`src/rtl/audio_seq_controller.sv`:
```
// Codec bring-up sequencer: INIT with timeout and bounded retries, optional SETTLE delay,
// sticky FAULT and software re-init. Define AUDIO_SEQ_SETTLE_EN to include the SETTLE state.
module audio_seq_controller #(
   parameter int unsigned TIMEOUT_CYCLES = 1024,
   parameter int unsigned GAP_CYCLES     = 16,
   parameter int unsigned SETTLE_CYCLES  = 256,
   parameter int unsigned MAX_ATTEMPTS   = 3
) (
   input  logic                              Clk,
   input  logic                              Reset_n,
   input  logic                              INIT_FINISH,
   input  logic                              Reinit_req,
   output logic                              INIT,
   output logic                              audio_operation,
   output logic                              fault,
   output logic [$clog2(MAX_ATTEMPTS+1)-1:0] attempt_count,
   output logic [2:0]                        state_o
);

   localparam int unsigned AttW  = $clog2(MAX_ATTEMPTS + 1);
   localparam int unsigned MaxTG = (TIMEOUT_CYCLES > GAP_CYCLES) ? TIMEOUT_CYCLES : GAP_CYCLES;
`ifdef AUDIO_SEQ_SETTLE_EN
   localparam int unsigned MaxCyc = (MaxTG > SETTLE_CYCLES) ? MaxTG : SETTLE_CYCLES;
`else
   localparam int unsigned MaxCyc = MaxTG;
`endif
   localparam int unsigned CntW = $clog2(MaxCyc + 1);

   localparam logic [CntW-1:0] TimeoutLast = CntW'(TIMEOUT_CYCLES - 1);
   localparam logic [CntW-1:0] GapLast     = CntW'(GAP_CYCLES - 1);
`ifdef AUDIO_SEQ_SETTLE_EN
   localparam logic [CntW-1:0] SettleLast  = CntW'(SETTLE_CYCLES - 1);
`endif
   localparam logic [AttW-1:0] AttMax      = AttW'(MAX_ATTEMPTS);

   if (TIMEOUT_CYCLES < 2 || GAP_CYCLES < 1 || SETTLE_CYCLES < 1 || MAX_ATTEMPTS < 1)
   begin : g_bad_params
      $error("audio_seq_controller: illegal parameter value");
   end

   typedef enum logic [2:0] {
      StInit   = 3'd0,
      StSettle = 3'd1,
      StRun    = 3'd2,
      StGap    = 3'd3,
      StFault  = 3'd4
   } state_e;

   // Plain vector so that the unused codes 5-7 are representable and recoverable.
   logic [2:0]      state_q, state_d;
   logic [CntW-1:0] cnt_q, cnt_d;
   logic [AttW-1:0] att_q, att_d;

   always_comb begin
      state_d = state_q;
      att_d   = att_q;
      case (state_q)
         StInit: begin
            if (INIT_FINISH) begin
`ifdef AUDIO_SEQ_SETTLE_EN
               state_d = StSettle;
`else
               state_d = StRun;
`endif
            end else if (cnt_q == TimeoutLast) begin
               state_d = StGap;
               if (att_q != AttMax) att_d = att_q + 1'b1;
            end
         end
`ifdef AUDIO_SEQ_SETTLE_EN
         StSettle: begin
            if (cnt_q == SettleLast) state_d = StRun;
         end
`endif
         StGap: begin
            if (cnt_q == GapLast) state_d = (att_q == AttMax) ? StFault : StInit;
         end
         StRun, StFault: begin
            if (Reinit_req) begin
               state_d = StGap;
               att_d   = '0;
            end
         end
         default: state_d = StInit;
      endcase
      // Counter restarts on every transition and free-runs otherwise.
      cnt_d = (state_d != state_q) ? '0 : cnt_q + 1'b1;
   end

   always_ff @(posedge Clk or negedge Reset_n) begin
      if (!Reset_n) begin
         state_q <= StInit;
         cnt_q   <= '0;
         att_q   <= '0;
      end else begin
         state_q <= state_d;
         cnt_q   <= cnt_d;
         att_q   <= att_d;
      end
   end

   always_comb begin
      INIT            = (state_q == StInit);
      audio_operation = (state_q == StRun);
      fault           = (state_q == StFault);
      attempt_count   = att_q;
      state_o         = state_q;
   end

endmodule

```
`config.mk`:
```
export PLATFORM = sky130hd
export DESIGN_NAME = audio_seq_controller
export DESIGN_NICKNAME = d
export VERILOG_FILES = /design/src/rtl/audio_seq_controller.sv
export SDC_FILE = /design/constraint.sdc
export NUM_CORES = 1
export LEC_CHECK = 0
export CORE_MARGIN = 10
export CORE_UTILIZATION = 55
export DETAILED_ROUTE_END_ITERATION = 6
export PLACE_DENSITY_LB_ADDON = 0.08
export SYNTH_ARGS = -nofsm -noshare
export SYNTH_HDL_FRONTEND = slang
export SYNTH_SLANG_ARGS = --single-unit
```
`constraint.sdc`:
```
create_clock -name Clk -period 5.9 [get_ports Clk]
set_clock_uncertainty 0.15 [all_clocks]
set_input_delay 1.475 -clock Clk [delete_from_list [all_inputs] [get_ports Clk]]
set_output_delay 1.475 -clock Clk [all_outputs]
set_load 0.005 [all_outputs]
```
# Word level (Yosys, flattened, before mapping)
# Cells that the tools add are included.
# totals
ff_bits	16
latchBits	0
ram_bits	0
mem_bits_ro	0
input_bits	4
word_cells	33
memories	0
# op_classes
addsub	2
mul	0
div_mod_pow	0
order_cmp	0
eq_ne	12
shifts	0
muxes	12
bitwise	0
reduce_logical	4
# ops
cell	n
3-bit 2-to-1 mux	5
11-bit by 1-bit adder with 11-bit output (second input constant)	1
11-bit by 10-bit == test with 1-bit output (second input constant)	1
11-bit by 4-bit == test with 1-bit output (second input constant)	1
11-bit 2-to-1 mux	1
3-bit one-hot mux with 3 select lines	1
2-bit 2-to-1 mux	4
3-bit by 2-bit == test with 1-bit output (second input constant)	2
2-bit inequality test (second input constant)	3
5-bit AND reduction	1
2-bit by 1-bit inequality test with 1-bit output (second input constant)	2
2-bit one-hot mux with 2 select lines	1
3-bit == test (second input constant)	1
3-bit logical NOT	1
3-bit inequality test	1
2-bit by 1-bit adder with 2-bit output (second input constant)	1
2-bit == test (second input constant)	1
2-bit nonzero test	1
2-bit OR reduction	1

# Logic depth before layout (Yosys ltp)
# Gate-level depths: netlist of the first run.
# depth
word_depth	6
mapped_depth	7

# Worst setup path before layout of the first run
# No wires, ideal clock.
# synth_path
path_type	register -> output
start	register state_q[0] (netlist: state_o[0])
end	output port INIT
arrival_time_ps	994
setup_slack_ps	3281
path_stages_with_launch	4
path_buffers	1
cell_sequence	dfrtp_1 -> buf_2 -> or2_2 -> nor2_1
# synth_via
elab_chain_cells	1
# synth_lines
item	line	rtl
start, declared	50	logic [2:0] state_q, state_d;
start signal, assigned	92	state_q <= StInit;
start signal, assigned	96	state_q <= state_d;
3-bit logical NOT	103	INIT = (state_q == StInit);
end, declared	13	output logic INIT,
# No other way between the ends.

# Final worst setup path of the first run
# Same ends and word-level chain as after synthesis.

==> run metrics, run 1 <==
Synth-to-Final Area Change 13.84%; HP Class register to register; setup repair bufs after CTS 0; CTS tree built; Power per Cell Area 367.5 mW/mm^2; TNS Setup 0 ns; Crit Path Category register to primary output; final net count 115; port buffer count 11; core area 0.001745 sq mm; post-DP HPWL 1.404 mm; Initial Util 57.99%; Worst-Skew Late Latency 0.29 ns; placed insts 129; Slew Limit Fails 0; largest net degree at the start of global routing 17; Post-Synthesis Cells 98; status finished, final reports clean; Syn Nets 104; hold path depth 1; Slew @ Worst Pin 0.8220 ns; number of remaining DRC errors 0; Tot Pwr 423.4 uW; die area 0.003956 sq mm; total grt overflow 0; Post-Syn Area per Cell 10.33 sq um; GRT Util Overall 10.12%; initial antenna violation count 0; Warnings, synthesis 0; worst vdd ir 0.2435 mV; drt via density 5.677; most frequent cells in the layout dfrtp_1 (16), clkdlybuf4s50_1 (11), nor3_2 (10); ys flop type dfrtp_1; Synth async-reset ratio 100.0%; leak pwr 0.4797 nW; Vias 755; RR Endpoint cnt_q[1]; M1 GR Usage 13.16%; H-tree levels 1; maximum clock frequency 293.9 MHz; Die W 62.90 microns; Clock Tree Buf Depth 2; placed cell area 0.001116 sq mm; commonest non-fill, non-tap cell in the layout dfrtp_1; Initial DRC Count 17; grt met3 use 3.584%; die height 62.90 microns; gr busiest metal met2; count of cell types in the netlist 36; CTS sink cnt 16; Cell Area, Synth 0.001012 sq mm; CTS clk-pin slew, worst paths 0.08 ns; Worst Min Path Start cnt_q[0]; GP Congestion 0.7891; Post-synth EDFFs 0; total wire length 1.919 mm; Synth Register Bits 16; Worst Hold End cnt_q[0]; reg2reg setup slack 3.55 ns; MaxCap Viol Count 0; Finished Layout Cells 133; CP startpoint kind register; design area 0.001152 sq mm; Resized Gates After CTS 0; I/O Pins 12; # rows 15; Slew headroom 45.03%; global-route wire length before repair 3.436 mm; hold bufs inserted after CTS 0; Avg WL per Cell 14.43 microns; Seq/Total Area, Yosys 39.56%; peak fanout along the critical path 13; GRT met2 Usage 15.10%; RSZ-0062 raised after global routing false; crit path DAT 1.78 ns; post-route minimum period 3.402 ns; vias in the first global route 791; root buf cell clkbuf_4; R2R depth 5; antenna-violating nets left 0; Inserted Diodes 0; crit share post-route 57.67%; RR Startpoint cnt_q[0]; final hold slack 0.3599 ns; Hold Vio Cnt, Final 0; Crit path required time 4.28 ns; layout cells sized above 1 21.30%; Layout fillers 142; final setup fails 0; Crit. End Element primary output; CTS buffer count 3; Pre-Repair DR Iteration Count 4
-- report_power, final --
part / internal [mW] / switching (mW) / total, mW
registers: 0.131 / 0.0366 / 0.168
logic: 0.0916 / 0.0936 / 0.185
clock network: 0.0375 / 0.0327 / 0.0703
-- worst max path at each step --
stage,startpoint,end
3_5_place_dp,INIT_FINISH,cnt_q[1]
2_1_floorplan,state_o[0],INIT
6_report,state_o[0],INIT
4_1_cts,state_o[0],INIT
3_3_place_gp,INIT_FINISH,cnt_q[1]
5_1_grt,state_o[0],INIT
-- final cells by class --
cell class | count | area, sq um | area share (%)
clock buffers | 4 | 36.28 | 3.149
inverters | 3 | 11.26 | 0.9772
multi-input cells | 73 | 555.5 | 48.21
flip-flops and latches | 16 | 400.4 | 34.74
well taps | 25 | 31.28 | 2.714
repair buffers | 12 | 117.6 | 10.21
-- cells by family (layout without fill, tap and decap cells) --
| kind of cell | after synthesis | after routing | share of synthesized area [%] |
|---|---|---|---|
| buf+inv | 9 | 19 | 5.562 |
| xor+xnor | 11 | 11 | 9.519 |
| fa+ha+maj | 2 | 2 | 2.472 |
| simple gates | 48 | 48 | 33.50 |
| compound gates | 12 | 12 | 9.394 |
| flops | 16 | 16 | 39.55 |
-- through the flow --
step / setup WS, ns / utilization (%)
2_1_floorplan: 3.281 / -
3_3_place_gp: 2.386 / 63.94
3_5_place_dp: 2.378 / 63.94
4_1_cts: 2.479 / 66.02
5_1_grt: 2.397 / 66.02
6_report: 2.498 / 66.02
-- routing by layer --
layer  wire, microns  vias to the layer above
met2             880                       14
li1                -                      372
met3              78                        4
met5               0                        -
met4              23                        0
met1             937                      365
-- state kept, by name, indices dropped and copies added (netlist names) --
name	count
attempt_count	2
state_o	3
cnt_q	11
-- worst max-delay path, cell delays in order, from the launching register on --
cell             delay (ns)
dfrtp_1                0.52
or2_2                  0.38
nor2_1                 0.09
clkdlybuf4s50_1        0.51
-- Yosys cell counts (2+ instances only) --
master / n / area share, %
xnor2_1: 3 / 2.6
buf_2: 3 / 1.5
nand3_1: 4 / 2.0
nand4_1: 3 / 1.9
ha_1: 2 / 2.5
nand3b_1: 2 / 1.5
o211ai_1: 2 / 1.5
nor3_2: 10 / 9.9
dfrtp_1: 16 / 40
nand2b_1: 2 / 1.2
o221ai_1: 2 / 1.7
inv_1: 3 / 1.1
buf_6: 2 / 2.2
nand2_1: 7 / 2.6
nor2_1: 6 / 2.2
a21oi_1: 2 / 0.99
a31oi_1: 2 / 1.2
nor3b_1: 2 / 1.5
xor2_1: 8 / 6.9
No activity file was read; power rests on OpenSTA's default activity.
==> run 2, diff against run 1 <==
--- a/config.mk
+++ b/config.mk
@@ -6,7 +6,7 @@
 export NUM_CORES = 1
 export LEC_CHECK = 0
 export CORE_MARGIN = 10
-export CORE_UTILIZATION = 55
+export CORE_UTILIZATION = 54
 export DETAILED_ROUTE_END_ITERATION = 6
 export PLACE_DENSITY_LB_ADDON = 0.08
 export SYNTH_ARGS = -nofsm -noshare
==> constraint.sdc (replaced) <==
create_clock -name Clk -period 3.2 [get_ports Clk]
set_clock_uncertainty 0.15 [all_clocks]
set_input_delay 0.8 -clock Clk [delete_from_list [all_inputs] [get_ports Clk]]
set_output_delay 0.8 -clock Clk [all_outputs]
set_load 0.005 [all_outputs]
==> run metrics, run 2 (synthesized netlist as in run 1, its figures left out) <==
final setup fails 0; HP Class register to register; Layout fillers 134; Resized Gates After CTS 0; Crit path required time 2.25 ns; CTS buffer count 3; peak fanout along the critical path 13; largest net degree at the start of global routing 17; Crit Path Category register to primary output; crit path DAT 1.82 ns; port buffer count 11; design area 0.001160 sq mm; hold bufs inserted after CTS 0; post-route minimum period 2.768 ns; number of remaining DRC errors 0; crit share post-route 86.51%; Inserted Diodes 0; I/O Pins 12; total grt overflow 0; Synth-to-Final Area Change 14.59%; Crit. End Element primary output; drt via density 5.761; crit path cell chain or2_2 > nor2_1 > clkdlybuf4s50_1; largest register by flop count cnt_q; layout cells sized above 1 22.02%; TNS Setup 0 ns; Worst-Skew Late Latency 0.29 ns; Slew Limit Fails 0; Power per Cell Area 689.6 mW/mm^2; initial antenna violation count 0; Pre-Repair DR Iteration Count 4; die height 63.30 microns; worst vdd ir 0.5173 mV; GP Congestion 0.7849; CTS clk-pin slew, worst paths 0.09 ns; commonest non-fill, non-tap cell in the layout dfrtp_1; max reg flops 11; Slew headroom 50.70%; die area 0.004006 sq mm; CP peak stage delay 0.53 ns; RSZ-0062 raised after global routing false; setup repair bufs after CTS 0; final hold slack 0.3613 ns; root buf cell clkbuf_4; vias in the first global route 780; Initial Util 57.99%; Initial DRC Count 13; H-tree levels 1; Vias 772; CTS sink cnt 16; global-route wire length before repair 3.705 mm; post-DP HPWL 1.507 mm; placed cell area 0.001124 sq mm; Clock Tree Buf Depth 2; # rows 15; Tot Pwr 799.8 uW; GRT Util Overall 11.05%; most frequent cells in the layout dfrtp_1 (16), clkdlybuf4s50_1 (11), nor3_2 (10); total wire length 2.095 mm; core area 0.001745 sq mm; CTS tree built; leak pwr 0.4846 nW; final net count 116; placed insts 130; Avg WL per Cell 15.63 microns; Slew @ Worst Pin 0.7372 ns; MaxCap Viol Count 0; antenna-violating nets left 0; slowest CP cell dfrtp_1; Finished Layout Cells 134; status finished, final reports clean; CP startpoint kind register; Die W 63.30 microns; maximum clock frequency 361.2 MHz; Hold Vio Cnt, Final 0
run 2: changes by cell type in the layout (fill, tap and decap cells not counted), sizes merged:
cell,before,now
buf,1,2
run 2: critical path, delay by kind of cell, from the launching register on:
family / cells / cell delay [ns]
buffers and inverters: 1 / 0.51
AND/OR/NAND/NOR: 2 / 0.49
flip-flops: 1 / 0.53
run 2: routing by layer:
| layer | track usage, % | routed length, microns |
|---|---|---|
| met1 | 14.60 | 995 |
| met3 | 1.943 | 56 |
| met5 | 0 | 0 |
| met4 | 4.098 | 24 |
| met2 | 17.39 | 1017 |
run 2: final timing paths:
check                                 from                to  slack (ns)  cells past startpoint
worst max-delay path            state_o[0]              INIT        0.43                      3
worst min-delay path              cnt_q[0]          cnt_q[0]        0.36                      1
worst max register to register    cnt_q[0]          cnt_q[1]        1.18                      6
worst min register to register    cnt_q[0]          cnt_q[0]        0.36                      1
max in group asynchronous          Reset_n  attempt_count[1]        1.65                      1
min in group asynchronous          Reset_n        state_o[1]        0.79                      1
run 2: final cells by class:
type                            count  area, sq um  share of cell area, %
Inverter                            3        11.26                 0.9709
Multi-Input combinational cell     73        555.5                  47.90
Tap cell                           25        31.28                  2.697
Timing Repair Buffer               13        125.1                  10.79
Clock buffer                        4        36.28                  3.128
Sequential cell                    16        400.4                  34.52
run 2: metrics by stage:
step,worst slack [ns],utilization (%)
detailed placement,0.6606,64.37
global placement,0.7115,64.37
CTS,0.4148,66.45
finish,0.4318,66.45
global route,0.3178,66.45
floorplan,1.256,-
run 2: report_power, final:
group          internal [mW]  switching, mW  total, mW
combinational          0.180          0.174      0.354
sequential             0.242         0.0691      0.311
clock                 0.0693         0.0657      0.135
total                  0.491          0.309      0.800
==> run 3, diff against run 2 <==
--- a/config.mk
+++ b/config.mk
@@ -6,7 +6,7 @@
 export NUM_CORES = 1
 export LEC_CHECK = 0
 export CORE_MARGIN = 10
-export CORE_UTILIZATION = 54
+export CORE_UTILIZATION = 40
 export DETAILED_ROUTE_END_ITERATION = 6
 export PLACE_DENSITY_LB_ADDON = 0.08
 export SYNTH_ARGS = -nofsm -noshare
==> constraint.sdc (replaced) <==
create_clock -name Clk -period 2.85 [get_ports Clk]
set_clock_uncertainty 0.15 [all_clocks]
set_input_delay 0.7125 -clock Clk [delete_from_list [all_inputs] [get_ports Clk]]
set_output_delay 0.7125 -clock Clk [all_outputs]
set_load 0.005 [all_outputs]
==> run metrics, run 3 (synthesized netlist as in run 1, its figures left out) <==
post-route minimum period 2.643 ns; layout cells sized above 1 23.42%; CTS tree built; Pre-Repair DR Iteration Count 4; Detail Route met2 WL 908 microns; HP Class register to register; leak pwr 0.4944 nW; setup repair bufs after CTS 0; root buf cell clkbuf_4; Worst-Skew Late Latency 0.29 ns; die area 0.004943 sq mm; Power per Cell Area 765.1 mW/mm^2; drt via density 5.369; # rows 18; number of remaining DRC errors 0; CTS sink cnt 16; Highest Signal Layer met4; total wire length 2.047 mm; crit share post-route 92.72%; Layout fillers 240; Hold Vio Cnt, Final 0; R2R depth 6; RSZ-0062 raised after global routing false; H-tree levels 1; Crit Path Category register to primary output; GP Congestion 0.7584; status finished, final reports clean; TNS Setup 0 ns; Vias 757; initial antenna violation count 0; most frequent cells in the layout dfrtp_1 (16), clkdlybuf4s50_1 (11), nor3_2 (10); vias in the first global route 739; GRT Util Overall 8.538%; die height 70.31 microns; worst vdd ir 0.4643 mV; total grt overflow 0; CTS clk-pin slew, worst paths 0.10 ns; antenna-violating nets left 0; CTS buffer count 3; final hold slack 0.3525 ns; Avg WL per Cell 14.52 microns; final net count 118; Crit path required time 1.99 ns; largest net degree at the start of global routing 17; MaxCap Viol Count 0; hold bufs inserted after CTS 0; port buffer count 11; Synth-to-Final Area Change 16.69%; Slew headroom 72.93%; largest register by flop count cnt_q; peak fanout along the critical path 10; post-DP HPWL 1.512 mm; Clock Tree Buf Depth 2; maximum clock frequency 378.4 MHz; crit path DAT 1.78 ns; FF/Latch Area 400.4 sq um; global-route wire length before repair 3.574 mm; Inserted Diodes 0; final setup fails 0; Slew @ Worst Pin 0.4029 ns; met3 routed WL 100 microns; commonest non-fill, non-tap cell in the layout dfrtp_1; core area 0.002455 sq mm; hold path depth 1; Initial DRC Count 47; WL met1 1.026 mm; Die W 70.31 microns; CP startpoint kind register; I/O Pins 12; Initial Util 41.23%; Resized Gates After CTS 0; Crit. End Element primary output; Slew Limit Fails 0; combined area of the multi-input logic cells 555.5 sq um; max reg flops 11
## run 3: routing by layer
metal  GRT usage (%)  up-vias
met5               0        -
met4           1.974        0
met3           3.390        2
met2           12.67       11
met1           11.16      364
li1                -      380
## run 3: path summary, 6_finish.rpt
check	to	start	slack, ns
setup / recovery	INIT	state_o[1]	0.21
hold / removal	cnt_q[0]	cnt_q[0]	0.35
setup reg to reg	cnt_q[1]	cnt_q[0]	0.87
hold reg to reg	cnt_q[0]	cnt_q[0]	0.35
max in group asynchronous	attempt_count[1]	Reset_n	1.76
min in group asynchronous	state_o[2]	Reset_n	0.58
## run 3: area by class of cell
cell class	instances	share of cell area (%)
Sequential cell	16	33.90
Multi-Input combinational cell	73	47.03
Timing Repair Buffer	15	11.86
Clock buffer	4	3.072
Tap cell	30	3.178
Inverter	3	0.9534
## run 3: report_power, final
part	internal, mW	switching [mW]	total [mW]	leakage (nW)
clock	0.0778	0.0711	0.149	0.0210
combinational	0.211	0.215	0.426	0.260
sequential	0.272	0.0568	0.329	0.214
total	0.561	0.343	0.904	0.494
## run 3: per-stage QoR
step           instances  cell area (sq um)  util [%]  power (mW)  worst slack (ns)
2_1_floorplan         98               1012         -      0.6220            0.9936
3_3_place_gp         137               1145     46.64      0.7601            0.4177
3_5_place_dp         137               1145     46.64      0.7701            0.3998
4_1_cts              141               1181     48.11      0.9206            0.1860
5_1_grt              141               1181     48.11      0.9780           0.09446
6_report             141               1181     48.11      0.9037            0.2074
## run 3: worst max-delay path, cell delays in order (launching register included)
cell and delay [ns]:
dfrtp_1 0.51, or2_2 0.37, nor2_1 0.10, clkdlybuf4s50_1 0.51
